`src/rtl/hex_line_pkg.sv`:
```
// Shared constants, FSM state type and digit-to-ASCII helper for the hex trace writer.
// Imported by the writer top and its input FIFO.
package hex_line_pkg;

    localparam logic [7:0] CH_0  = 8'h30;
    localparam logic [7:0] CH_LA = 8'h61;
    localparam logic [7:0] CH_UA = 8'h41;
    localparam logic [7:0] CH_LF = 8'h0A;

    typedef enum logic [1:0] {
        IDLE  = 2'd0,
        DIGIT = 2'd1,
        EOL   = 2'd2
    } state_t;

    // Map one nibble to its ASCII hex digit; 'upper' selects the A-F alphabet.
    function automatic logic [7:0] nib2ascii(input logic [3:0] nib, input logic upper);
        logic [7:0] base;
        if (nib < 4'd10) begin
            return CH_0 + {4'b0000, nib};
        end
        base = upper ? CH_UA : CH_LA;
        return base + {4'b0000, nib} - 8'd10;
    endfunction

endpackage

```
`src/rtl/hex_line_writer_fifo.sv`:
```
// Small synchronous word FIFO decoupling the word producer from the character sink.
// Pointers carry one extra wrap bit so full and empty are told apart without a counter.
module word_fifo
    import hex_line_pkg::*;
#(
    parameter int DATA_W     = 32,
    parameter int FIFO_DEPTH = 4
) (
    input  logic              clk,
    input  logic              rst_n,
    input  logic              i_push,
    input  logic [DATA_W-1:0] i_data,
    input  logic              i_pop,
    output logic [DATA_W-1:0] o_data,
    output logic              o_full,
    output logic              o_empty
);

    localparam int AW = $clog2(FIFO_DEPTH);

    logic [DATA_W-1:0] r_mem [FIFO_DEPTH];
    logic [AW:0]       r_wptr;
    logic [AW:0]       r_rptr;
    logic              w_push;
    logic              w_pop;

    assign o_full  = (r_wptr[AW] != r_rptr[AW]) && (r_wptr[AW-1:0] == r_rptr[AW-1:0]);
    assign o_empty = (r_wptr == r_rptr);
    assign w_push  = i_push && !o_full;
    assign w_pop   = i_pop && !o_empty;
    assign o_data  = r_mem[r_rptr[AW-1:0]];

    always_ff @(posedge clk or negedge rst_n) begin
        if (!rst_n) begin
            r_wptr <= '0;
            r_rptr <= '0;
        end else begin
            if (w_push) begin
                r_wptr <= r_wptr + 1'b1;
            end
            if (w_pop) begin
                r_rptr <= r_rptr + 1'b1;
            end
        end
    end

    // Storage needs no reset: entries are only read once the pointers say they were written.
    always_ff @(posedge clk) begin
        if (w_push) begin
            r_mem[r_wptr[AW-1:0]] <= i_data;
        end
    end

endmodule

```
`src/rtl/hex_line_writer.sv`:
```
// Streams each input word as a fixed-width line of hex digits, MSB first, terminated by LF.
// Words are buffered in word_fifo; the FSM drives a registered ASCII valid/ready output.
module hex_line_writer
    import hex_line_pkg::*;
#(
    parameter int DATA_W     = 32,
    parameter int FIFO_DEPTH = 4,
    parameter int UPPERCASE  = 0
) (
    input  logic              clk,
    input  logic              rst_n,
    input  logic              in_valid,
    input  logic [DATA_W-1:0] in_data,
    output logic              in_ready,
    output logic              out_valid,
    output logic [7:0]        out_char,
    input  logic              out_ready,
    output logic              out_eol,
    output logic              busy,
    output logic [15:0]       lines_done
);

    localparam int   NDIG    = DATA_W / 4;
    localparam int   IW      = (NDIG > 1) ? $clog2(NDIG) : 1;
    localparam logic C_UPPER = (UPPERCASE != 0);

    state_t            r_state;
    logic [DATA_W-1:0] r_shift;
    logic [IW-1:0]     r_idx;
    logic              r_out_valid;
    logic [7:0]        r_out_char;
    logic              r_out_eol;
    logic [15:0]       r_lines;

    logic [DATA_W-1:0] w_fifo_data;
    logic              w_full;
    logic              w_empty;
    logic              w_pop;
    logic              w_xfer;
    logic [DATA_W-1:0] w_shift_next;

    word_fifo #(
        .DATA_W     (DATA_W),
        .FIFO_DEPTH (FIFO_DEPTH)
    ) u_fifo (
        .clk     (clk),
        .rst_n   (rst_n),
        .i_push  (in_valid),
        .i_data  (in_data),
        .i_pop   (w_pop),
        .o_data  (w_fifo_data),
        .o_full  (w_full),
        .o_empty (w_empty)
    );

    assign w_xfer       = r_out_valid && out_ready;
    assign w_shift_next = r_shift << 4;
    // A new word is loaded from idle, or straight after an LF so lines run back to back.
    assign w_pop        = !w_empty && ((r_state == IDLE) || ((r_state == EOL) && w_xfer));

    assign in_ready   = !w_full;
    assign out_valid  = r_out_valid;
    assign out_char   = r_out_char;
    assign out_eol    = r_out_eol;
    assign lines_done = r_lines;
    assign busy       = !w_empty || (r_state != IDLE);

    always_ff @(posedge clk or negedge rst_n) begin
        if (!rst_n) begin
            r_state     <= IDLE;
            r_shift     <= '0;
            r_idx       <= '0;
            r_out_valid <= 1'b0;
            r_out_char  <= 8'h00;
            r_out_eol   <= 1'b0;
            r_lines     <= 16'h0000;
        end else begin
            case (r_state)
                IDLE: begin
                    if (w_pop) begin
                        r_state     <= DIGIT;
                        r_shift     <= w_fifo_data;
                        r_idx       <= '0;
                        r_out_valid <= 1'b1;
                        r_out_char  <= nib2ascii(w_fifo_data[DATA_W-1 -: 4], C_UPPER);
                        r_out_eol   <= 1'b0;
                    end
                end
                DIGIT: begin
                    if (w_xfer) begin
                        if (r_idx == IW'(NDIG - 1)) begin
                            r_state    <= EOL;
                            r_out_char <= CH_LF;
                            r_out_eol  <= 1'b1;
                        end else begin
                            r_shift    <= w_shift_next;
                            r_idx      <= r_idx + 1'b1;
                            r_out_char <= nib2ascii(w_shift_next[DATA_W-1 -: 4], C_UPPER);
                        end
                    end
                end
                EOL: begin
                    if (w_xfer) begin
                        r_lines <= r_lines + 16'd1;
                        if (w_pop) begin
                            r_state     <= DIGIT;
                            r_shift     <= w_fifo_data;
                            r_idx       <= '0;
                            r_out_char  <= nib2ascii(w_fifo_data[DATA_W-1 -: 4], C_UPPER);
                            r_out_eol   <= 1'b0;
                        end else begin
                            r_state     <= IDLE;
                            r_out_valid <= 1'b0;
                            r_out_char  <= 8'h00;
                            r_out_eol   <= 1'b0;
                        end
                    end
                end
                default: begin
                    r_state     <= IDLE;
                    r_out_valid <= 1'b0;
                    r_out_char  <= 8'h00;
                    r_out_eol   <= 1'b0;
                end
            endcase
        end
    end

endmodule

```
`config.mk`:
```
export PLATFORM = sky130hd
export DESIGN_NAME = hex_line_writer
export DESIGN_NICKNAME = d
export VERILOG_FILES = /design/src/rtl/hex_line_pkg.sv /design/src/rtl/hex_line_writer_fifo.sv /design/src/rtl/hex_line_writer.sv
export SDC_FILE = /design/constraint.sdc
export NUM_CORES = 1
export LEC_CHECK = 0
export BUFFER_PORTS_ARGS = -buffer_cell sky130_fd_sc_hd__buf_2
export CAP_MARGIN = 20
export CORE_ASPECT_RATIO = 1.5
export CORE_UTILIZATION = 30
export CTS_CLUSTER_DIAMETER = 80
export CTS_CLUSTER_SIZE = 30
export DETAILED_ROUTE_END_ITERATION = 7
export PLACE_DENSITY_LB_ADDON = 0.1
export SETUP_SLACK_MARGIN = 0.05
export SLEW_MARGIN = 20
export SYNTH_ARGS = -nofsm -noshare
export SYNTH_HDL_FRONTEND = slang
export SYNTH_SLANG_ARGS = --single-unit
```
`constraint.sdc`:
```
create_clock -name clk -period 3.4 [get_ports clk]
set_input_delay 0.17 -clock clk [delete_from_list [all_inputs] [get_ports clk]]
set_output_delay 0.17 -clock clk [all_outputs]
set_load 0.05 [all_outputs]
```
Word level (Yosys, flattened, before mapping)
Memory sizes are Yosys's and may differ from the RTL's.
Cells that the tools add are included.
{"block": "op_classes", "eq_ne": 12, "addsub": 10, "n_lt_le_gt_ge": 2, "muxes": 47, "bitwise_logic": 1, "n_reduce_logical": 18}
{"operator": "32-bit two-way mux", "count": 4}
{"operator": "32-bit case mux with 3 select lines", "count": 1}
{"operator": "8-bit two-way mux", "count": 10}
{"operator": "8-bit case mux with 3 select lines", "count": 1}
{"operator": "1-bit two-way mux", "count": 19}
{"operator": "16-bit by 1-bit adder with 16-bit output (second input constant)", "count": 1}
{"operator": "7-bit by 4-bit adder with 8-bit output (first input constant)", "count": 2}
{"operator": "8-bit by 4-bit subtractor with 8-bit output (second input constant)", "count": 2}
{"operator": "6-bit by 4-bit adder with 7-bit output (first input constant)", "count": 2}
{"operator": "3-bit two-way mux", "count": 4}
{"operator": "4-bit AND reduction", "count": 3}
{"operator": "2-bit inequality test (second input constant)", "count": 5}
{"operator": "3-bit by 1-bit adder with 3-bit output (second input constant)", "count": 3}
{"operator": "3-bit case mux with 3 select lines", "count": 1}
{"operator": "4-bit less-than comparator (second input constant)", "count": 2}
{"operator": "2-bit two-way mux", "count": 4}
{"operator": "1-bit logical AND", "count": 6}
{"operator": "1-bit case mux with 3 select lines", "count": 2}
{"operator": "2-bit case mux with 3 select lines", "count": 1}
{"operator": "3-bit equality test", "count": 1}
{"operator": "3-bit equality test (second input constant)", "count": 1}
{"operator": "3-bit AND reduction", "count": 1}
{"operator": "3-bit nonzero test", "count": 1}
{"operator": "2-bit by 1-bit equality test with 1-bit output (second input constant)", "count": 1}
{"operator": "other kinds (10)", "count": 12}
{"block": "totals", "ff_bits": 69, "out_inout_bits": 28, "ramBits": 128, "n_memories": 1, "in_bits": 36}
{"name": "u_fifo.r_mem", "words": 4, "word_bits": 32, "rd": 1, "rd_clocked_by_memory_dff": 0, "write_ports": 1, "line": "hex_line_writer_fifo.sv:21", "rtl": "logic [DATA_W-1:0] r_mem [FIFO_DEPTH];"}

Longest topological paths before layout
{"block": "depth", "word_depth": 11, "mapped_depth": 8, "depth_no_buf": 6}

Cells and area by module
From an unflattened synthesis, not the netlist that was laid out.
{"block": "unflattened", "hier_cells": 525, "hier_area_um2": 7970.1}
{"mod": "word_fifo", "cells_per_inst": 216, "seq_area_each_um2": 3993.8, "instances": 1, "area_per_inst_um2": 5077.4}
{"mod": "hex_line_writer", "cells_per_inst": 309, "seq_area_each_um2": 1426.4, "instances": 1, "area_per_inst_um2": 2892.8}

Worst setup path before layout
No wires, ideal clock.
{"block": "synth_path", "path_type": "flip-flop to flip-flop", "startpoint": "register u_fifo.r_rptr[1]", "endpoint": "memory u_fifo.r_mem[3][0], enable pin", "path_slack_ps": 1062, "required_ps": 3006, "arrival_ps": 1945, "period_less_slack_ps": 2338, "stages_incl_launch_ff": 5, "setup_time_ps": 394, "path_cell_list": "dfrtp_1 buf_4 xnor2_4 a31oi_1 and2_1"}
{"block": "synth_via", "elab_chain_cells": 6}
{"item": "start, declared", "line": "hex_line_writer_fifo.sv:23", "rtl": "logic [AW:0] r_rptr;"}
{"item": "start signal, assigned", "line": "hex_line_writer_fifo.sv:42", "rtl": "r_rptr <= r_rptr + 1'b1;"}
{"item": "2-bit equality test", "line": "hex_line_writer_fifo.sv:27", "rtl": "assign o_full = (r_wptr[AW] != r_rptr[AW]) && (r_wptr[AW-1:0] == r_rptr[AW-1:0]);"}
{"item": "1-bit logical AND", "line": "hex_line_writer_fifo.sv:27"}
{"item": "1-bit logical NOT", "line": "hex_line_writer_fifo.sv:29", "rtl": "assign w_push = i_push && !o_full;"}
{"item": "1-bit logical AND", "line": "hex_line_writer_fifo.sv:29"}
{"item": "1-bit two-way mux", "line": "hex_line_writer_fifo.sv:49", "rtl": "if (w_push) begin"}
{"item": "1-bit two-way mux (not written as such)", "line": "hex_line_writer_fifo.sv:50", "rtl": "r_mem[r_wptr[AW-1:0]] <= i_data;"}
{"item": "end, declared", "line": "hex_line_writer_fifo.sv:21"}
Every way passes these cells.

Worst setup path in the final report
{"block": "layout_path", "startpoint": "register u_fifo.r_rptr[0]", "endpoint": "memory u_fifo.r_mem[2][17], enable pin"}
Same word-level chain as after synthesis.

==> impl_results.md <==
- Clock transition at the registers of the reported paths: ~0.07 ns
- Worst relative slew slack: 0.486
- TritonCTS clock tree: done
- Cell area after synthesis: around 7900 um2
- FILL cells: roughly 2,500
- Die height: 201 um
- Power Total: 0.00774 W
- Max frequency: between 400 and 500 MHz
- P&R area growth vs syn: 20.7%
- Worst EP required: between 3 and 4 ns
- Final Hold Violating Endpoints: 0
- Number of global-route vias before repair: roughly 4,600
- Slowest-stage cell, CP: dfrtp_2
- Detailed-route via count: 4,155
- Crit start category: flip-flop
- Largest net degree at the start of global routing: 37
- Post-DRT Antenna Nets: 0
- Critical Path Fanout Max: 32
- Synth Register Bits: between 150 and 200
- Share of the synthesized area in the top cell type: 0.486
- Power Density: 812 nW/um2
- Synth Area per Inst: ~18 um2
- Fin. max-slew vios: 0
- Total wire length: around 16,000 um
- CTS sink cnt: 191
- Netlist cell types: just under 50
- Synth Instances: roughly 440
- Tcrit/Tclk final: 0.695
- RD Place Congestion: between 0.7 and 0.8
- Share of flip-flops with an asynchronous set or reset: 0.330
- Post-synth net total: around 500
- Num CTS Buffers: 17
- Nets: 592
- Core area: around 26,000 um2
- Post-synth EDFFs: 128
- Routed length per instance: roughly 18 um
- DRT iter0 DRCs: between 100 and 150
- Skew-Pair Late Insertion Delay: 0.43 ns
- Least-Margin Pin Slew: slightly below 0.8 ns
- Port buffer count: 62
- Vias per cell: 4.66
- CP cell instances: xnor2_4, a31oi_1, and2_1, buf_4
- Critical path capture point type: flip-flop
- CTS root buf: clkbuf_16
- Final setup violation count: 0
- Layout cells sized above 1: 0.309
- Antenna cells: 0
- Starting Density: 0.306
- Antenna violations before repair: 0
- Gr usage total: 0.129
- First-pass GRT wire length: 25,600 um
- Ys flop type: edfxtp_1
- Full die area: 27,000 um2
- CP arrival: 2.43 ns
- Die width: roughly 130 um
- Unrepaired setup endpoints after global routing: no
- Setup Fix Bufs, Post-CTS: 0
- Synth top area cells: edfxtp_1 49%, dfrtp_1 20%, mux4_2 9.1%
- Status: finished, final reports clean
- Post-layout util: 0.369
- CP peak stage delay: about 0.67 ns
- Cts hold-fix bufs: 33
- Post-cts sizing count: 0
- Dpl hpwl: ~10,000 um
- Sequential-to-total area share from yosys stat: 0.686
- Max rail drop VDD: between 300 and 400 uV
- 1st-pass router iterations: 4
- Ports: 64
- Synth Warn #: 0
- Hold slack: just over 0.05 ns
- Max clock buf depth: 2
- Worst Hold Class: in -> reg
- Max-cap viol count: 0
- Cell taking the most area after synthesis: edfxtp_1
- Post-layout min period: 2.36 ns
- Setup_tns: 0 ns
- Clk_skew: slightly below 0.008 ns
- Num rows: slightly above 70
- WS Path Type: reg -> reg
- H-tree depth: 4
- DR DRC count: 0
- Leakage: ~3.7 nW
- Congestion Overflow GR: 0
-- metrics by stage --
step	setup slack (ns)	instances	area, um2
3_3_place_gp	1.02	827	8640
2_1_floorplan	1.06	442	7910
5_1_grt	0.872	892	9540
3_5_place_dp	0.978	827	8640
6_report	1.04	892	9540
4_1_cts	0.966	892	9540
-- area by class of cell --
type / count / area, um2 / area share
sequential: 191 / 5420 / 0.568
timing repair buffer: 107 / 768 / 0.0805
tap: 333 / 417 / 0.0437
clock inverter: 12 / 109 / 0.0114
multi-input combinational: 220 / 2330 / 0.244
clock buffer: 20 / 467 / 0.0489
inverter: 9 / 33.8 / 0.00354
-- synth_stat cells, types with 2 or more instances --
| library cell | number |
|---|---|
| a21boi_0 | 3 |
| a21o_1 | 4 |
| a21oi_1 | 4 |
| a221o_1 | 4 |
| a22o_1 | 5 |
| a31oi_1 | 2 |
| and2_1 | 8 |
| and3_1 | 5 |
| and4_1 | 2 |
| buf_2 | 3 |
| buf_4 | 6 |
| buf_6 | 3 |
| clkbuf_1 | 9 |
| dfrtp_1 | 63 |
| edfxtp_1 | 128 |
| ha_1 | 10 |
| inv_1 | 9 |
| mux2_1 | 17 |
| mux2_2 | 30 |
| mux2i_1 | 5 |
| mux4_2 | 32 |
| nand2_1 | 17 |
| nand2b_1 | 2 |
| nand3_1 | 7 |
| nand4_1 | 7 |
| nor2_1 | 6 |
| nor2b_1 | 3 |
| o21ai_0 | 5 |
| xnor2_1 | 18 |
| xnor2_4 | 2 |
| xor2_1 | 5 |
-- critical path: cells and delay by family (launching register included) --
family / cells / cell delay (ns)
DFF: 1 / 0.67
buffers and inverters: 1 / 0.47
AOI/OAI and AO/OA: 1 / 0.48
and+or+nand+nor: 1 / 0.21
xor gates and xnor gates: 1 / 0.16
-- cell families after synthesis --
family / synth area share
flip-flops: 0.686
AO/OA/AOI/OAI: 0.0374
AND/OR/NAND/NOR: 0.0429
buffers and inverters: 0.0209
other: 0.000474
adder cells (fa/ha/maj): 0.0158
multiplexers: 0.164
XOR/XNOR: 0.0324
-- metal layers --
layer / part of all wire / global-route usage
met1: 0.37 / 0.130
met2: 0.58 / 0.251
met3: 0.031 / 0.0288
met4: 0.018 / 0.0510
met5: 0 / 0
-- power breakdown --
part           switching, W  leakage (nW)  internal, W
logic               0.00130          1.42      0.00111
clock network      0.000864         0.290      0.00107
registers          0.000303          2.00      0.00308
-- registers in the layout, summed over array words and instances (netlist names) --
signal and cells:
u_fifo.r_rptr 3, lines_done 16, out_valid 1, out_char 7
r_shift 28, r_idx 3, u_fifo.r_wptr 3, r_state 2
u_fifo.r_mem 128
-- layout by cell type (no fill, tap or decap), types with 8 or more instances in the layout --
cell	n
edfxtp_1	128
buf_2	62
dfrtp_1	62
dlygate4sd3_1	33
mux4_2	32
mux2_2	30
xnor2_1	18
nand2_1	17
mux2_1	17
clkbuf_16	17
ha_1	10
inv_1	9
buf_4	9
and2_1	8
-- final timing paths --
check | from | endpoint | slack [ns] | cells past startpoint
setup / recovery | u_fifo.r_rptr[0] | u_fifo.r_mem[2][17] | 1.04 | 4
min in group asynchronous | rst_n | u_fifo.r_wptr[1] | 0.34 | 2
hold / removal | out_ready | out_valid | 0.05 | 3
max in group asynchronous | rst_n | r_shift[17] | 2.39 | 3
hold reg to reg | lines_done[15] | lines_done[15] | 0.46 | 1
setup reg to reg | u_fifo.r_rptr[0] | u_fifo.r_mem[2][17] | 1.04 | 4
No activity file was read; power rests on OpenSTA's default activity.
